[src/rtl/lcd_pkg.sv]
// Shared types and constants for the memory-mapped HD44780-style LCD controller.
package lcd_pkg;

   typedef enum logic [2:0] {
      ST_IDLE,
      ST_SETUP,
      ST_PULSE,
      ST_HOLD,
      ST_WAIT
   } lcd_state_e;

   localparam logic [1:0] ADDR_DATA   = 2'd0;
   localparam logic [1:0] ADDR_CMD    = 2'd1;
   localparam logic [1:0] ADDR_STATUS = 2'd2;

   localparam int unsigned STAT_BUSY    = 0;
   localparam int unsigned STAT_FULL    = 1;
   localparam int unsigned STAT_EMPTY   = 2;
   localparam int unsigned STAT_OVF     = 3;
   localparam int unsigned STAT_CNT_LSB = 4;
   localparam int unsigned STAT_CNT_W   = 5;

   localparam logic [7:0] OP_CLEAR     = 8'h01;
   localparam logic [7:0] OP_HOME      = 8'h02;
   localparam logic [7:0] OP_HOME_ALT  = 8'h03;

   // Clear and return-home commands need the long post-command gap.
   function automatic logic is_slow_op(input logic rs, input logic [7:0] b);
      return !rs && (b == OP_CLEAR || b == OP_HOME || b == OP_HOME_ALT);
   endfunction

endpackage

[src/rtl/lcd_controller_if.sv]
// CPU-side register bus of the LCD controller.
interface lcd_controller_if;
   logic        wr_en;
   logic [1:0]  addr;
   logic [7:0]  wdata;
   logic [31:0] rdata;

   modport master (output wr_en, output addr, output wdata, input rdata);
   modport slave  (input wr_en, input addr, input wdata, output rdata);
endinterface

[src/rtl/lcd_controller_sync_fifo.sv]
// Synchronous FIFO with flush; head is visible combinationally on dout.
module sync_fifo #(
   parameter int unsigned WIDTH = 9,
   parameter int unsigned DEPTH = 8
) (
   input  logic                       clk,
   input  logic                       rst,
   input  logic                       push,
   input  logic                       pop,
   input  logic                       flush,
   input  logic [WIDTH-1:0]           din,
   output logic [WIDTH-1:0]           dout,
   output logic                       full,
   output logic                       empty,
   output logic [$clog2(DEPTH+1)-1:0] count
);
   localparam int unsigned PTR_W = $clog2(DEPTH);
   localparam int unsigned CNT_W = $clog2(DEPTH + 1);

   logic [WIDTH-1:0] mem_q [DEPTH];
   logic [PTR_W-1:0] wr_ptr_q, wr_ptr_d;
   logic [PTR_W-1:0] rd_ptr_q, rd_ptr_d;
   logic [CNT_W-1:0] count_q, count_d;
   logic             do_push, do_pop;

   assign full    = (count_q == CNT_W'(DEPTH));
   assign empty   = (count_q == '0);
   assign count   = count_q;
   assign dout    = mem_q[rd_ptr_q];
   // Fullness is judged on the pre-edge count, so a same-edge pop never rescues a push.
   assign do_push = push && !full && !flush;
   assign do_pop  = pop && !empty && !flush;

   always_comb begin
      wr_ptr_d = wr_ptr_q;
      rd_ptr_d = rd_ptr_q;
      count_d  = count_q;
      if (flush) begin
         wr_ptr_d = '0;
         rd_ptr_d = '0;
         count_d  = '0;
      end else begin
         if (do_push) wr_ptr_d = wr_ptr_q + PTR_W'(1);
         if (do_pop)  rd_ptr_d = rd_ptr_q + PTR_W'(1);
         if (do_push && !do_pop)      count_d = count_q + CNT_W'(1);
         else if (do_pop && !do_push) count_d = count_q - CNT_W'(1);
      end
   end

   always_ff @(posedge clk) begin
      if (rst) begin
         wr_ptr_q <= '0;
         rd_ptr_q <= '0;
         count_q  <= '0;
      end else begin
         wr_ptr_q <= wr_ptr_d;
         rd_ptr_q <= rd_ptr_d;
         count_q  <= count_d;
      end
   end

   always_ff @(posedge clk) begin
      if (do_push) mem_q[wr_ptr_q] <= din;
   end

endmodule

[src/rtl/lcd_controller.sv]
// Memory-mapped LCD controller: queues data/command bytes and sequences the
// setup / enable pulse / hold / post-command wait timing on the LCD pins.
module lcd_controller
   import lcd_pkg::*;
#(
   parameter int unsigned FIFO_DEPTH       = 8,
   parameter int unsigned SETUP_CYCLES     = 2,
   parameter int unsigned PULSE_CYCLES     = 4,
   parameter int unsigned HOLD_CYCLES      = 2,
   parameter int unsigned CMD_WAIT_CYCLES  = 50,
   parameter int unsigned SLOW_WAIT_CYCLES = 2000
) (
   input  logic             clk,
   input  logic             rst,
   lcd_controller_if.slave  bus,
   output logic [7:0]       lcd_data,
   output logic [1:0]       lcd_ctrl,
   output logic             lcd_enable,
   output logic             busy
);
   localparam int unsigned CNT_W  = $clog2(SLOW_WAIT_CYCLES + 1);
   localparam int unsigned FCNT_W = $clog2(FIFO_DEPTH + 1);

   lcd_state_e        state_q, state_d;
   logic [CNT_W-1:0]  cnt_q, cnt_d;
   logic [7:0]        lcd_data_q, lcd_data_d;
   logic [1:0]        lcd_ctrl_q, lcd_ctrl_d;
   logic              lcd_enable_q, lcd_enable_d;
   logic              ovf_q, ovf_d;

   logic              push_req, status_wr, flush, ovf_clr, fifo_pop;
   logic [8:0]        fifo_din, fifo_dout;
   logic              fifo_full, fifo_empty;
   logic [FCNT_W-1:0] fifo_count;
   logic [31:0]       status;

   assign push_req  = bus.wr_en && (bus.addr == ADDR_DATA || bus.addr == ADDR_CMD);
   assign status_wr = bus.wr_en && (bus.addr == ADDR_STATUS);
   assign flush     = status_wr && bus.wdata[0];
   assign ovf_clr   = status_wr && bus.wdata[1];
   assign fifo_din  = {bus.addr == ADDR_DATA, bus.wdata};

   sync_fifo #(
      .WIDTH (9),
      .DEPTH (FIFO_DEPTH)
   ) u_fifo (
      .clk   (clk),
      .rst   (rst),
      .push  (push_req),
      .pop   (fifo_pop),
      .flush (flush),
      .din   (fifo_din),
      .dout  (fifo_dout),
      .full  (fifo_full),
      .empty (fifo_empty),
      .count (fifo_count)
   );

   always_comb begin
      state_d    = state_q;
      cnt_d      = cnt_q;
      lcd_data_d = lcd_data_q;
      lcd_ctrl_d = lcd_ctrl_q;
      fifo_pop   = 1'b0;
      unique case (state_q)
         ST_IDLE: begin
            if (!fifo_empty) begin
               fifo_pop   = 1'b1;
               lcd_ctrl_d = {fifo_dout[8], 1'b0};
               lcd_data_d = fifo_dout[7:0];
               cnt_d      = CNT_W'(SETUP_CYCLES - 1);
               state_d    = ST_SETUP;
            end
         end
         ST_SETUP: begin
            if (cnt_q == '0) begin
               cnt_d   = CNT_W'(PULSE_CYCLES - 1);
               state_d = ST_PULSE;
            end else begin
               cnt_d = cnt_q - CNT_W'(1);
            end
         end
         ST_PULSE: begin
            if (cnt_q == '0) begin
               cnt_d   = CNT_W'(HOLD_CYCLES - 1);
               state_d = ST_HOLD;
            end else begin
               cnt_d = cnt_q - CNT_W'(1);
            end
         end
         ST_HOLD: begin
            if (cnt_q == '0) begin
               cnt_d   = is_slow_op(lcd_ctrl_q[1], lcd_data_q) ? CNT_W'(SLOW_WAIT_CYCLES - 1)
                                                               : CNT_W'(CMD_WAIT_CYCLES - 1);
               state_d = ST_WAIT;
            end else begin
               cnt_d = cnt_q - CNT_W'(1);
            end
         end
         ST_WAIT: begin
            if (cnt_q == '0) state_d = ST_IDLE;
            else             cnt_d   = cnt_q - CNT_W'(1);
         end
         default: state_d = ST_IDLE;
      endcase
      // Enable is registered off the next state so the pin changes cleanly at the edge.
      lcd_enable_d = (state_d == ST_PULSE);
   end

   always_comb begin
      ovf_d = ovf_q;
      if (push_req && fifo_full) ovf_d = 1'b1;
      else if (ovf_clr)          ovf_d = 1'b0;
   end

   always_ff @(posedge clk) begin
      if (rst) begin
         state_q      <= ST_IDLE;
         cnt_q        <= '0;
         lcd_data_q   <= '0;
         lcd_ctrl_q   <= '0;
         lcd_enable_q <= 1'b0;
         ovf_q        <= 1'b0;
      end else begin
         state_q      <= state_d;
         cnt_q        <= cnt_d;
         lcd_data_q   <= lcd_data_d;
         lcd_ctrl_q   <= lcd_ctrl_d;
         lcd_enable_q <= lcd_enable_d;
         ovf_q        <= ovf_d;
      end
   end

   assign lcd_data   = lcd_data_q;
   assign lcd_ctrl   = lcd_ctrl_q;
   assign lcd_enable = lcd_enable_q;
   assign busy       = (state_q != ST_IDLE) || !fifo_empty;

   always_comb begin
      status                                  = '0;
      status[STAT_BUSY]                       = busy;
      status[STAT_FULL]                       = fifo_full;
      status[STAT_EMPTY]                      = fifo_empty;
      status[STAT_OVF]                        = ovf_q;
      status[STAT_CNT_LSB +: STAT_CNT_W]      = STAT_CNT_W'(fifo_count);
      bus.rdata = (bus.addr == ADDR_STATUS) ? status : '0;
   end

endmodule

[src/flat_wrapper.sv]
// flat-port wrapper written by rule: the top's interface ports become plain ports
module lcd_controller_flat import lcd_pkg::*;
#(
   parameter int unsigned FIFO_DEPTH       = 8,
   parameter int unsigned SETUP_CYCLES     = 2,
   parameter int unsigned PULSE_CYCLES     = 4,
   parameter int unsigned HOLD_CYCLES      = 2,
   parameter int unsigned CMD_WAIT_CYCLES  = 50,
   parameter int unsigned SLOW_WAIT_CYCLES = 2000
)
  (clk, rst, lcd_data, lcd_ctrl, lcd_enable, busy, bus_wr_en, bus_addr, bus_wdata, bus_rdata);
  lcd_controller_if bus_i ();
  input  logic clk;
  input  logic rst;
  output logic [7:0] lcd_data;
  output logic [1:0] lcd_ctrl;
  output logic lcd_enable;
  output logic busy;
  input wire logic [$bits(bus_i.wr_en)-1:0] bus_wr_en;
  input wire logic [$bits(bus_i.addr)-1:0] bus_addr;
  input wire logic [$bits(bus_i.wdata)-1:0] bus_wdata;
  output wire logic [$bits(bus_i.rdata)-1:0] bus_rdata;
  assign bus_i.wr_en = bus_wr_en;
  assign bus_i.addr = bus_addr;
  assign bus_i.wdata = bus_wdata;
  assign bus_rdata = bus_i.rdata;
  lcd_controller #(.FIFO_DEPTH(FIFO_DEPTH), .SETUP_CYCLES(SETUP_CYCLES), .PULSE_CYCLES(PULSE_CYCLES), .HOLD_CYCLES(HOLD_CYCLES), .CMD_WAIT_CYCLES(CMD_WAIT_CYCLES), .SLOW_WAIT_CYCLES(SLOW_WAIT_CYCLES)) u_core (.clk(clk), .rst(rst), .bus(bus_i), .lcd_data(lcd_data), .lcd_ctrl(lcd_ctrl), .lcd_enable(lcd_enable), .busy(busy));
endmodule
[config.mk]
export PLATFORM = sky130hd
export DESIGN_NAME = lcd_controller_flat
export DESIGN_NICKNAME = d
export VERILOG_FILES = /design/src/rtl/lcd_pkg.sv /design/src/rtl/lcd_controller_if.sv /design/src/rtl/lcd_controller_sync_fifo.sv /design/src/rtl/lcd_controller.sv /design/src/flat_wrapper.sv
export SDC_FILE = /design/constraint.sdc
export NUM_CORES = 1
export LEC_CHECK = 0
export BUFFER_PORTS_ARGS = -buffer_cell sky130_fd_sc_hd__buf_2
export CAP_MARGIN = 20
export CORE_MARGIN = 10
export CORE_UTILIZATION = 58
export CTS_BUF_LIST = sky130_fd_sc_hd__clkbuf_16
export CTS_CLUSTER_SIZE = 12
export DETAILED_ROUTE_END_ITERATION = 8
export PLACE_DENSITY_LB_ADDON = 0.2
export SLEW_MARGIN = 20
export SYNTH_ARGS = -nofsm -noshare
export SYNTH_HDL_FRONTEND = slang
export SYNTH_HIERARCHICAL = 1
export SYNTH_SLANG_ARGS = --single-unit
export TNS_END_PERCENT = 20
[constraint.sdc]
create_clock -name clk -period 4.25 [get_ports clk]
set_clock_uncertainty 0.15 [all_clocks]
set_input_delay 0.425 -clock clk [delete_from_list [all_inputs] [get_ports clk]]
set_output_delay 0.425 -clock clk [all_outputs]
set_load 0.005 [all_outputs]
==> impl_results.rst, run 1 <==
.. list-table::
   :header-rows: 1

   * - Metric
     - Value
   * - Launch point of the worst hold path
     - bus_wdata[2]
   * - Pin count of the biggest net entering global routing
     - 30
   * - Vias in the first global route
     - 3056
   * - Most frequent cells in the layout
     - 72 x sky130_fd_sc_hd__edfxtp_1, 38 x sky130_fd_sc_hd__dfxtp_1, 31 x sky130_fd_sc_hd__buf_2, 30 x sky130_fd_sc_hd__nor2_1, 25 x sky130_fd_sc_hd__conb_1
   * - Clock slew at reported path FFs
     - 0.08 ns
   * - WS Path Type
     - reg -> reg
   * - Instance count along the most critical hold path
     - 1
   * - Final global-route overflow total
     - 0
   * - Final setup fails
     - 0
   * - Worst Path Max Fanout
     - 11
   * - Number of buffers on the longest clock path
     - 2
   * - Depth of the most critical reg-to-reg path
     - 13
   * - Outcome
     - complete, no violations
   * - Setup slack, reg-to-reg
     - 1.01 ns
   * - Clock tree from TritonCTS
     - built
   * - Total power draw
     - 0.003485 W
   * - Post-CTS setup buffers
     - 0
   * - Part of the Yosys area used for sequential elements
     - 0.5724
   * - Core ar.
     - 8636 um2
   * - Cells after synthesis
     - 380
   * - Antenna diodes
     - 0
   * - Library cell occupying the most area in the post-synthesis netlist
     - sky130_fd_sc_hd__edfxtp_1
   * - Layout cells sized above 1
     - 0.1894
   * - Wirelength, routed
     - 9.963 mm
   * - Effective utilization at floorplan
     - 0.5913
   * - Hold Crit Class
     - in -> reg
   * - Cts bufs inserted
     - 9
   * - Pwr Density
     - 625.0 nW/um2
   * - Placer congestion estimate
     - 0.8775
   * - Leakage power
     - 2.049 nW
   * - RSZ-0062 raised after global routing
     - no
   * - Synth top area cells
     - sky130_fd_sc_hd__edfxtp_1 42%, sky130_fd_sc_hd__dfxtp_1 15%, sky130_fd_sc_hd__mux4_1 9.3%, sky130_fd_sc_hd__buf_4 3.7%, sky130_fd_sc_hd__mux2i_1 2.4%
   * - Starting DRT DRC Count
     - 196
   * - Final count of hold timing violations
     - 0
   * - Critical R2R Launch
     - u_core/u_fifo/count[0]$_SDFFE_PP0P_
   * - Summed instance area of the synthesized netlist
     - 5106 um2
   * - Setup tns final
     - 0 ns
   * - Share of the cycle needed by the critical path after routing
     - 0.7620
   * - Area Growth Syn to Fin
     - 9.213%
   * - Residual DRC
     - 0
   * - Die outline height
     - 113.8 um
   * - Top FF cell, synth
     - sky130_fd_sc_hd__edfxtp_1
   * - Detail Placement HPWL
     - 6.665 mm
   * - Synthesized flop and latch total
     - 110
   * - MaxCap Viol Count
     - 0
   * - Total of cells resized after clock tree synthesis
     - 0
   * - Sinks on Clock Net
     - 110
   * - Mean area per synthesized cell
     - 13.44 um2
   * - Number of distinct library cells after synthesis
     - 60
   * - Most common library cell in the layout ignoring fill and taps
     - sky130_fd_sc_hd__edfxtp_1
   * - Capturing point of the worst reg2reg path
     - u_core/u_fifo/count[3]$_SDFFE_PP0P_
   * - Total of fill cells in the finished design
     - 647
   * - Worst skew pair latency
     - 0.35 ns
   * - Startpoint type of the worst setup path
     - register
   * - Die area
     - 12960 um2
   * - Die width
     - 113.8 um
   * - Number of antenna violations at the first check in global routing
     - 0
   * - Maximum level of the CTS H-tree
     - 3
   * - Required @ worst endpoint
     - 4.35 ns
   * - End point of the most critical hold path
     - u_core/u_fifo/mem_q[0][2]$_DFFE_PP_
   * - Detailed-route via count
     - 3120
   * - Worst-case setup slack after placement
     - 1.011 ns
   * - Measured slew at the worst slew-check pin
     - 1.053 ns
   * - Count of nets left with antenna violations after detail routing
     - 0
   * - Hold Buf Count CTS
     - 0
   * - Max Transition Viols Final
     - 0
   * - Async set-or-reset flop fraction in the synthesized netlist
     - 0
   * - Total routing usage reported by global routing
     - 0.1577
   * - Buffer type at the clock tree root
     - sky130_fd_sc_hd__clkbuf_16
   * - Global-route wire length before repair
     - 16.03 mm
   * - Port Buffers
     - 31
   * - Length of the first detailed-routing pass in iterations
     - 4
   * - Wire length per cell
     - 18.98 um
   * - FMAX
     - 0.3088 GHz
   * - Nature of the critical path endpoint
     - register
   * - PnR worst setup slack
     - 1.012 ns
   * - Net total in the final layout
     - 432
   * - Number of rows created at floorplan
     - 34
   * - Number of flops mapped to enable cells by yosys
     - 72
   * - Maximum VDD drop
     - 0.2787 mV
   * - Relative slew slack
     - 0.2971
   * - Arrival time of data at the critical path endpoint
     - 3.33 ns
   * - IO Pins
     - 57
   * - Shortest clock period the worst path allows after layout
     - 3.238 ns
   * - Post-synth top area share
     - 0.4234
   * - Min Hold Slack
     - 0.1832 ns
   * - Number of synthesis warnings
     - 6
   * - Via-per-instance ratio
     - 5.943
-- critical path, stage by stage, from the launching register on --
cell,delay (ns)
sky130_fd_sc_hd__dfxtp_1,0.47
sky130_fd_sc_hd__nor4_2,0.08
sky130_fd_sc_hd__buf_4,0.18
sky130_fd_sc_hd__nor4_2,0.13
sky130_fd_sc_hd__buf_4,0.27
sky130_fd_sc_hd__nor3b_1,0.45
sky130_fd_sc_hd__inv_1,0.09
sky130_fd_sc_hd__ha_1,0.21
sky130_fd_sc_hd__inv_1,0.14
sky130_fd_sc_hd__ha_1,0.29
sky130_fd_sc_hd__a21oi_1,0.22
sky130_fd_sc_hd__a211o_1,0.18
sky130_fd_sc_hd__a211oi_1,0.07
sky130_fd_sc_hd__a31o_2,0.21
-- kinds of logic (layout without fill, tap and decap cells) --
group | after synthesis | after routing | synth area share
adders and majority gates | 7 | 7 | 0.01862
DFF | 110 | 110 | 0.5724
xor gates and xnor gates | 9 | 9 | 0.01544
AOI/OAI and AO/OA | 48 | 48 | 0.07229
buffers and inverters | 51 | 64 | 0.06101
and+or+nand+nor | 114 | 114 | 0.1213
other | 1 | 25 | 0.0007344
muxes | 40 | 40 | 0.1382
-- worst max-delay path by stage --
stage | startpoint | end | slack [ns]
after global placement | u_core/u_fifo/count[0]$_SDFFE_PP0P_ | u_core/u_fifo/count[3]$_SDFFE_PP0P_ | 1.13
final | u_core/u_fifo/count[0]$_SDFFE_PP0P_ | u_core/u_fifo/count[3]$_SDFFE_PP0P_ | 1.01
after global routing | u_core/u_fifo/count[0]$_SDFFE_PP0P_ | u_core/u_fifo/count[3]$_SDFFE_PP0P_ | 0.73
after detailed placement | u_core/u_fifo/count[0]$_SDFFE_PP0P_ | u_core/u_fifo/count[3]$_SDFFE_PP0P_ | 1.01
after floorplan | u_core/u_fifo/count[1]$_SDFFE_PP0P_ | u_core/u_fifo/count[3]$_SDFFE_PP0P_ | 0.79
after CTS | u_core/u_fifo/count[0]$_SDFFE_PP0P_ | u_core/u_fifo/count[3]$_SDFFE_PP0P_ | 0.99
-- through the flow --
stage               instances  instance area (um2)    util
finish                    525                 5577  0.6458
global route              525                 5577  0.6458
CTS                       525                 5577  0.6458
detailed placement        509                 5284  0.6119
global placement          509                 5284  0.6119
floorplan                 404                 5196       -
-- report_power, final --
part           switching [W]  internal (W)  leakage (nW)  total, W
Clock               0.000401      0.000412         0.144  0.000814
Combinational       0.000692      0.000568         0.943   0.00126
Sequential          0.000156       0.00126         0.961   0.00141
Total                0.00125       0.00224          2.05   0.00349
-- synth_stat cells (3+ instances only) --
master and number:
sky130_fd_sc_hd__xor2_1 4, sky130_fd_sc_hd__nor2_1 30, sky130_fd_sc_hd__buf_4 25, sky130_fd_sc_hd__clkbuf_1 8, sky130_fd_sc_hd__nor3_1 14, sky130_fd_sc_hd__dfxtp_1 38, sky130_fd_sc_hd__nand2b_1 4, sky130_fd_sc_hd__buf_1 4
sky130_fd_sc_hd__or4_1 4, sky130_fd_sc_hd__a21o_1 3, sky130_fd_sc_hd__xnor2_1 5, sky130_fd_sc_hd__nor4_1 6, sky130_fd_sc_hd__nand3_1 9, sky130_fd_sc_hd__a21oi_1 8, sky130_fd_sc_hd__nor2b_1 4, sky130_fd_sc_hd__a31o_2 3
sky130_fd_sc_hd__mux4_1 18, sky130_fd_sc_hd__ha_1 6, sky130_fd_sc_hd__or2_2 3, sky130_fd_sc_hd__o21ai_0 8, sky130_fd_sc_hd__nand2_1 14, sky130_fd_sc_hd__and2_1 9, sky130_fd_sc_hd__a211oi_1 5, sky130_fd_sc_hd__nor3b_1 3
sky130_fd_sc_hd__edfxtp_1 72, sky130_fd_sc_hd__inv_1 10, sky130_fd_sc_hd__mux2i_1 12, sky130_fd_sc_hd__or3_1 3, sky130_fd_sc_hd__mux2_2 10
-- flip-flops by register name, indices dropped and copies added, names as in the netlist, named ones only --
name and count:
u_core/u_fifo/rd_ptr_q 3, u_core/u_fifo/mem_q 72, u_core/lcd_enable 1, u_core/u_fifo/count 4, u_core/cnt_q 11, u_core/state_q 3, u_core/lcd_ctrl 1, u_core/u_fifo/wr_ptr_q 3
u_core/ovf_q 1, u_core/lcd_data 8
-- layer usage --
metal / vias to the layer above / track usage / routed length, um / share of wire
met3: 14 / 0.04094 / 744 / 0.075
met5: - / 0 / 0 / 0
met2: 107 / 0.2539 / 4900 / 0.49
met4: 0 / 0.07268 / 164 / 0.016
met1: 1521 / 0.1952 / 4154 / 0.42
li1: 1478 / - / - / -
-- layout make-up --
cell class	count	area (um2)	share of cell area
flip-flops and latches	110	2923	0.5241
multi-input cells	243	1981	0.3552
clock buffers	9	225.2	0.04039
repair buffers	38	207.7	0.03724
well taps	108	135.1	0.02423
clock inverters	7	67.56	0.01212
inverters	10	37.54	0.006731
No activity file was read; power rests on OpenSTA's default activity.
==> run 2, diff against run 1 <==
CORE_UTILIZATION = 53   (was 58)
clock period = 2.95 ns   (was 4.25 ns; I/O delays follow)
==> run 2 against run 1 <==
Effect of this change:
- count of clock-buffer cells in the layout did not move
- power is 51% higher
- largest power group is now combinational cells
- die area rose by 7.7%
- flip-flop and latch count stayed put
- highest routed layer unchanged
- non-clock buffer count increased by 15
- cell area up 3.3%
- critical path type unchanged
- core utilization shrank 2.8 points
- sequential power up 40%
- worst hold slack worse by 0.13 ns
- combinational power increased by 62%
- sequential share of layout area decreased by 1.7 points
==> impl_results.rst, run 2 (synthesis results as in run 1) <==
.. list-table::
   :header-rows: 1

   * - Metric
     - Value
   * - Startpoint type of the worst setup path
     - register
   * - Antenna diodes
     - 0 (unchanged)
   * - Area Growth Syn to Fin
     - 12.86%
   * - Residual DRC
     - 0 (unchanged)
   * - IO Pins
     - 57 (unchanged)
   * - Biggest register
     - u_core/u_fifo/mem_q
   * - Most frequent cells in the layout
     - 72 x sky130_fd_sc_hd__edfxtp_1, 36 x sky130_fd_sc_hd__dfxtp_1, 31 x sky130_fd_sc_hd__buf_2, 30 x sky130_fd_sc_hd__nor2_1, 25 x sky130_fd_sc_hd__conb_1
   * - Clock tree from TritonCTS
     - built
   * - Clock slew at reported path FFs
     - 0.08 ns (about the same)
   * - WS Path Type
     - reg -> reg
   * - Relative slew slack
     - 0.6317 (+0.3346)
   * - Final setup fails
     - 0 (unchanged)
   * - Starting DRT DRC Count
     - 177 (-9.7%)
   * - Share of the core filled with cells in the final layout
     - 0.6178 (-0.02792)
   * - Max Transition Viols Final
     - 0 (unchanged)
   * - Worst Path Max Fanout
     - 6 (-5)
   * - Nature of the critical path endpoint
     - register
   * - Required @ worst endpoint
     - 3.09 ns (-1.26 ns)
   * - Hold Buf Count CTS
     - 0 (unchanged)
   * - Share of the cycle needed by the critical path after routing
     - 0.9470 (+0.1850)
   * - Number of rows created at floorplan
     - 35 (+2.9%)
   * - Number of buffers on the longest clock path
     - 2 (unchanged)
   * - Arrival time of data at the critical path endpoint
     - 2.94 ns (-0.39 ns)
   * - Flip-flop count of the largest register, all copies and words added
     - 72 (unchanged)
   * - Length of the first detailed-routing pass in iterations
     - 4 (unchanged)
   * - Vias in the first global route
     - 3154 (+3.2%)
   * - Die outline height
     - 118.2 um (+3.8%)
   * - Layout cells sized above 1
     - 0.2315 (+0.04203)
   * - Effective utilization at floorplan
     - 0.5474 (-0.04386)
   * - Leakage power
     - 2.145 nW (+4.7%)
   * - Setup slack, reg-to-reg
     - 0.16 ns (-0.86 ns)
   * - Critical R2R Launch
     - u_core/u_fifo/count[1]$_SDFFE_PP0P_
   * - FMAX
     - 0.3579 GHz (+16%)
   * - Sinks on Clock Net
     - 110 (unchanged)
   * - Net total in the final layout
     - 447 (+3.5%)
   * - Measured slew at the worst slew-check pin
     - 0.5519 ns (-0.5009 ns)
   * - Maximum VDD drop
     - 0.5223 mV (+87%)
   * - Buffer type at the clock tree root
     - sky130_fd_sc_hd__clkbuf_16
   * - Design area
     - 5763 um2 (+3.3%)
   * - Pin count of the biggest net entering global routing
     - 24 (-20%)
   * - Detail Placement HPWL
     - 6.995 mm (+4.9%)
   * - Core ar.
     - 9328 um2 (+8.0%)
   * - Hold Crit Class
     - in -> reg
   * - Total routing usage reported by global routing
     - 0.1465 (-0.01126)
   * - Instance count along the most critical hold path
     - 1 (unchanged)
   * - Outcome
     - complete, no violations
   * - MaxCap Viol Count
     - 0 (unchanged)
   * - Capturing point of the worst reg2reg path
     - u_core/u_fifo/count[3]$_SDFFE_PP0P_
   * - Worst skew pair latency
     - 0.35 ns (about the same)
   * - Port Buffers
     - 31 (unchanged)
   * - Final global-route overflow total
     - 0 (unchanged)
   * - End point of the most critical hold path
     - u_core/u_fifo/mem_q[0][6]$_DFFE_PP_
   * - Via-per-instance ratio
     - 5.585 (-6.0%)
   * - Most common library cell in the layout ignoring fill and taps
     - sky130_fd_sc_hd__edfxtp_1
   * - Detailed-route via count
     - 3133 (+0.42%)
   * - Count of nets left with antenna violations after detail routing
     - 0 (unchanged)
   * - Placer congestion estimate
     - 0.8446 (-3.7%)
   * - Wirelength, routed
     - 10.27 mm (+3.1%)
   * - Wire length per cell
     - 18.31 um (-3.5%)
   * - Cts bufs inserted
     - 9 (unchanged)
   * - Shortest clock period the worst path allows after layout
     - 2.794 ns (-0.4447 ns)
   * - Depth of the most critical reg-to-reg path
     - 10 (-3)
   * - Setup tns final
     - 0 ns (unchanged)
   * - Die area
     - 13960 um2 (+7.7%)
   * - Final count of hold timing violations
     - 0 (unchanged)
   * - Pwr Density
     - 910.5 nW/um2 (+46%)
   * - Global-route wire length before repair
     - 16.64 mm (+3.8%)
   * - Launch point of the worst hold path
     - bus_wdata[6]
   * - Area of placed instances
     - 5436 um2 (+2.9%)
   * - Number of antenna violations at the first check in global routing
     - 0 (unchanged)
   * - Maximum level of the CTS H-tree
     - 3 (unchanged)
   * - RSZ-0062 raised after global routing
     - no
   * - Die width
     - 118.2 um (+3.8%)
==> run 2: area by class of cell <==
class                   count  area, um2
clock buffers               9      225.2
clock inverters             7      91.34
fillers                   755       3565
inverters                  10      37.54
multi-input cells         243       2002
flip-flops and latches    110       2925
well taps                 129      161.4
repair buffers             53      320.3
==> run 2: through the flow <==
step	cells	hold WS [ns]	total power [W]	setup WS (ns)
after floorplan	404	0.2439	0.003457	0.08708
after global placement	545	0.3252	0.003989	0.1721
after detailed placement	545	0.3261	0.004012	0.09832
after CTS	561	0.05387	0.005260	0.06409
after global routing	561	0.05167	0.005594	0.01089
final	561	0.05428	0.005247	0.1563
==> run 2: worst max-delay path: stages, from the launching register on <==
cell,delay (ns)
sky130_fd_sc_hd__dfxtp_1,0.38
sky130_fd_sc_hd__or4b_4,0.58
sky130_fd_sc_hd__nand3b_2,0.17
sky130_fd_sc_hd__inv_1,0.11
sky130_fd_sc_hd__ha_1,0.22
sky130_fd_sc_hd__inv_1,0.14
sky130_fd_sc_hd__ha_1,0.29
sky130_fd_sc_hd__a21oi_2,0.19
sky130_fd_sc_hd__nand3_1,0.12
sky130_fd_sc_hd__a211oi_1,0.25
sky130_fd_sc_hd__a31o_2,0.13
==> run 2: worst max path at each step <==
| stage | from | endpoint | slack, ns | cells past startpoint |
|---|---|---|---|---|
| 2_1_floorplan | u_core/u_fifo/count[1]$_SDFFE_PP0P_ | u_core/u_fifo/count[3]$_SDFFE_PP0P_ | 0.09 | 12 |
| 3_3_place_gp | u_core/cnt_q[0]$_SDFFE_PP0P_ | u_core/cnt_q[9]$_SDFFE_PP0P_ | 0.17 | 8 |
| 3_5_place_dp | u_core/cnt_q[0]$_SDFFE_PP0P_ | u_core/cnt_q[9]$_SDFFE_PP0P_ | 0.1 | 8 |
| 4_1_cts | u_core/cnt_q[0]$_SDFFE_PP0P_ | u_core/cnt_q[9]$_SDFFE_PP0P_ | 0.06 | 8 |
| 5_1_grt | u_core/u_fifo/count[1]$_SDFFE_PP0P_ | u_core/u_fifo/count[3]$_SDFFE_PP0P_ | 0.01 | 10 |
| 6_report | u_core/u_fifo/count[1]$_SDFFE_PP0P_ | u_core/u_fifo/count[3]$_SDFFE_PP0P_ | 0.16 | 10 |
==> run 2: power by group <==
group	switching, W	leakage, nW	total [W]	internal [W]
Combinational	0.00110	1.03	0.00204	0.000934
Sequential	0.000155	0.962	0.00197	0.00181
Clock	0.000625	0.155	0.00125	0.000621
==> run 2: repair_timing <==
action | CTS | global route
gates resized for setup | 0 | 4
setup buffers | 0 | 0
setup endpoints to repair | 0 | 2
==> run 2: routing by layer <==
metal  vias to the layer above  routed length [um]  global-route usage
met1                      1542                4501              0.1841
met2                        77                5033              0.2382
met3                        10                 618             0.04474
met5                         -                   0                   0
li1                       1504                   -                   -
met4                         0                 116             0.04328
==> run 3, diff against run 2 <==
CTS_BUF_LIST = not set   (was sky130_fd_sc_hd__clkbuf_16)
==> run 3 against run 2 <==
Effect of this change:
- sequential share of layout area increased by 0.91 points
- cell area fell by 1.8%
- register-to-register slack about the same
- critical path type unchanged
- largest cell class unchanged
- power is 5.7% lower
- combinational power hardly changed
- final cell count stayed put
- via count is 0.64% higher
- highest routed layer unchanged
==> impl_results.rst, run 3 (synthesis results as in run 1) <==
.. list-table::
   :header-rows: 1

   * - Metric
     - Value
   * - Largest incremental delay on the critical path
     - 0.60 ns (+0.02 ns)
   * - Sinks on Clock Net
     - 110 (unchanged)
   * - Startpoint type of the worst setup path
     - register
   * - Length of the first detailed-routing pass in iterations
     - 4 (unchanged)
   * - Internal Dissipation
     - 0.003100 W (-7.9%)
   * - Net total in the final layout
     - 447 (unchanged)
   * - Wirelength, routed
     - 10.17 mm (-0.95%)
   * - Share of total power in the clock network
     - 0.189 (-0.048)
   * - Arrival time of data at the critical path endpoint
     - 2.93 ns (about the same)
   * - Share of the cycle needed by the critical path after routing
     - 0.9430 (-0.004044)
   * - Net switching share of the total power
     - 0.3737 (+0.01510)
   * - CP cell instances
     - inv_1 -> ha_1 -> or4b_4 -> or4_4 -> buf_4 -> a211oi_1 -> o311ai_1 -> a31oi_1
   * - Total of cells resized after clock tree synthesis
     - 0 (unchanged)
   * - Setup slack, reg-to-reg
     - 0.17 ns (about the same)
   * - Reg power frac
     - 0.397 (+0.022)
   * - Die outline height
     - 118.2 um (unchanged)
   * - Cts bufs inserted
     - 9 (unchanged)
   * - Pwr Density
     - 874.1 nW/um2 (-4.0%)
   * - Core ar.
     - 9328 um2 (unchanged)
   * - Relative slew slack
     - 0.6238 (-0.007863)
   * - P_sw
     - 0.001849 W (-1.7%)
   * - Antenna diodes
     - 0 (unchanged)
   * - Share of the core filled with cells in the final layout
     - 0.6070 (-0.01086)
   * - Final count of hold timing violations
     - 0 (unchanged)
   * - Die area
     - 13960 um2 (unchanged)
   * - Instance count along the most critical hold path
     - 1 (unchanged)
   * - Residual DRC
     - 0 (unchanged)
   * - IO Pins
     - 57 (unchanged)
   * - Max stage delay cell, worst path
     - sky130_fd_sc_hd__or4_4
   * - Most common library cell in the layout ignoring fill and taps
     - sky130_fd_sc_hd__edfxtp_1
   * - Most frequent cells in the layout
     - 72 x sky130_fd_sc_hd__edfxtp_1, 36 x sky130_fd_sc_hd__dfxtp_1, 31 x sky130_fd_sc_hd__buf_2, 30 x sky130_fd_sc_hd__nor2_1, 25 x sky130_fd_sc_hd__conb_1
   * - Gate family responsible for the most delay along the worst path
     - simple AND/OR/NAND/NOR gates
   * - Critical R2R Launch
     - u_core/cnt_q[0]$_SDFFE_PP0P_
   * - Flip-flop count of the largest register, all copies and words added
     - 72 (unchanged)
   * - Wire length per cell
     - 18.13 um (-0.95%)
   * - FMAX
     - 0.3595 GHz (+0.43%)
   * - Depth of the most critical reg-to-reg path
     - 8 (-2)
   * - Via-per-instance ratio
     - 5.620 (+0.64%)
   * - Count of nets left with antenna violations after detail routing
     - 0 (unchanged)
   * - Placer congestion estimate
     - 0.8446 (unchanged)
   * - Measured slew at the worst slew-check pin
     - 0.5637 ns (+0.01178 ns)
   * - Launch point of the worst hold path
     - bus_wdata[6]
   * - Shortest clock period the worst path allows after layout
     - 2.782 ns (-0.01193 ns)
   * - Clock slew at reported path FFs
     - 0.12 ns (+0.04 ns)
   * - Biggest register
     - u_core/u_fifo/mem_q
   * - Post-CTS setup buffers
     - 0 (unchanged)
   * - Vias in the first global route
     - 3095 (-1.9%)
   * - Number of buffers on the longest clock path
     - 2 (unchanged)
   * - Maximum VDD drop
     - 0.3735 mV (-28%)
   * - Hold Crit Class
     - in -> reg
   * - End point of the most critical hold path
     - u_core/u_fifo/mem_q[0][6]$_DFFE_PP_
   * - RSZ-0062 raised after global routing
     - no
   * - Part of the power in combinational logic
     - 0.414 (+0.026)
   * - Setup tns final
     - 0 ns (unchanged)
   * - Maximum level of the CTS H-tree
     - 3 (unchanged)
   * - Number of rows created at floorplan
     - 35 (unchanged)
   * - Final global-route overflow total
     - 0 (unchanged)
   * - Required @ worst endpoint
     - 3.10 ns (about the same)
   * - WS Path Type
     - reg -> reg
   * - Port Buffers
     - 31 (unchanged)
   * - Final setup fails
     - 0 (unchanged)
   * - Worst skew pair latency
     - 0.37 ns (+0.02 ns)
   * - Nature of the critical path endpoint
     - register
   * - Total routing usage reported by global routing
     - 0.1451 (-0.001356)
   * - Worst path buffer plus inverter count
     - 2 (unchanged)
   * - Number of antenna violations at the first check in global routing
     - 0 (unchanged)
   * - Layout cells sized above 1
     - 0.2315 (unchanged)
   * - Detail Placement HPWL
     - 6.995 mm (unchanged)
   * - Effective utilization at floorplan
     - 0.5474 (unchanged)
   * - Pin count of the biggest net entering global routing
     - 24 (unchanged)
   * - Max Transition Viols Final
     - 0 (unchanged)
   * - Buffer type at the clock tree root
     - sky130_fd_sc_hd__clkbuf_8
   * - Area Growth Syn to Fin
     - 10.88%
   * - Hold Buf Count CTS
     - 0 (unchanged)
   * - Worst Path Max Fanout
     - 9 (+3)
   * - Starting DRT DRC Count
     - 164 (-7.3%)
   * - Detailed-route via count
     - 3153 (+0.64%)
   * - Die width
     - 118.2 um (unchanged)
   * - Global-route wire length before repair
     - 16.44 mm (-1.2%)
   * - Clock tree from TritonCTS
     - built
   * - Leakage power
     - 2.098 nW (-2.2%)
   * - MaxCap Viol Count
     - 0 (unchanged)
   * - Capturing point of the worst reg2reg path
     - u_core/cnt_q[9]$_SDFFE_PP0P_
   * - Outcome
     - complete, no violations
[run 3: cell types whose count changed in the layout (fill, tap and decap cells not counted)]
cell                        delta
sky130_fd_sc_hd__clkbuf_16     -9
sky130_fd_sc_hd__clkbuf_8      +9
[run 3: worst max-delay path by stage]
stage                                         from                             endpoint  slack [ns]  depth (start not counted)
2_1_floorplan  u_core/u_fifo/count[1]$_SDFFE_PP0P_  u_core/u_fifo/count[3]$_SDFFE_PP0P_        0.09                         12
3_3_place_gp          u_core/cnt_q[0]$_SDFFE_PP0P_         u_core/cnt_q[9]$_SDFFE_PP0P_        0.17                          8
3_5_place_dp          u_core/cnt_q[0]$_SDFFE_PP0P_         u_core/cnt_q[9]$_SDFFE_PP0P_         0.1                          8
4_1_cts               u_core/cnt_q[0]$_SDFFE_PP0P_         u_core/cnt_q[9]$_SDFFE_PP0P_        0.06                          8
5_1_grt        u_core/u_fifo/count[1]$_SDFFE_PP0P_  u_core/u_fifo/count[3]$_SDFFE_PP0P_       0.002                         10
6_report              u_core/cnt_q[0]$_SDFFE_PP0P_         u_core/cnt_q[9]$_SDFFE_PP0P_        0.17                          8
[run 3: stage by stage]
step | setup slack, ns | hold WS (ns) | instances | area [um2] | total power [W]
finish | 0.1682 | 0.02706 | 561 | 5662 | 0.004949
floorplan | 0.08708 | 0.2439 | 404 | 5218 | 0.003457
global route | 0.001928 | 0.005835 | 561 | 5662 | 0.005284
global placement | 0.1721 | 0.3252 | 545 | 5436 | 0.003989
CTS | 0.05606 | 0.01186 | 561 | 5652 | 0.004955
detailed placement | 0.09832 | 0.3261 | 545 | 5436 | 0.004012
[run 3: cell type report]
type / instances / area, um2
Timing Repair Buffer: 53 / 320.3
Clock buffer: 9 / 123.9
Fill cell: 770 / 3666
Multi-Input combinational cell: 243 / 2002
Clock inverter: 7 / 91.34
Inverter: 10 / 37.54
Tap cell: 129 / 161.4
Sequential cell: 110 / 2925
[run 3: layer usage]
layer	global-route usage	wire, um	up-vias
met2	0.2385	5069	76
met5	0	0	-
met4	0.03864	37	0
li1	-	-	1502
met1	0.1832	4400	1573
met3	0.04236	666	2
[run 3: power groups by stage]
| stage | clock network [W] | registers, W | logic [W] |
|---|---|---|---|
| floorplan | 0 | 0.00197 | 0.00149 |
| global placement | 0 | 0.00199 | 0.00200 |
| detailed placement | 0 | 0.00200 | 0.00202 |
| CTS | 0.000970 | 0.00196 | 0.00202 |
| global route | 0.00104 | 0.00199 | 0.00225 |
| finish | 0.000937 | 0.00197 | 0.00205 |
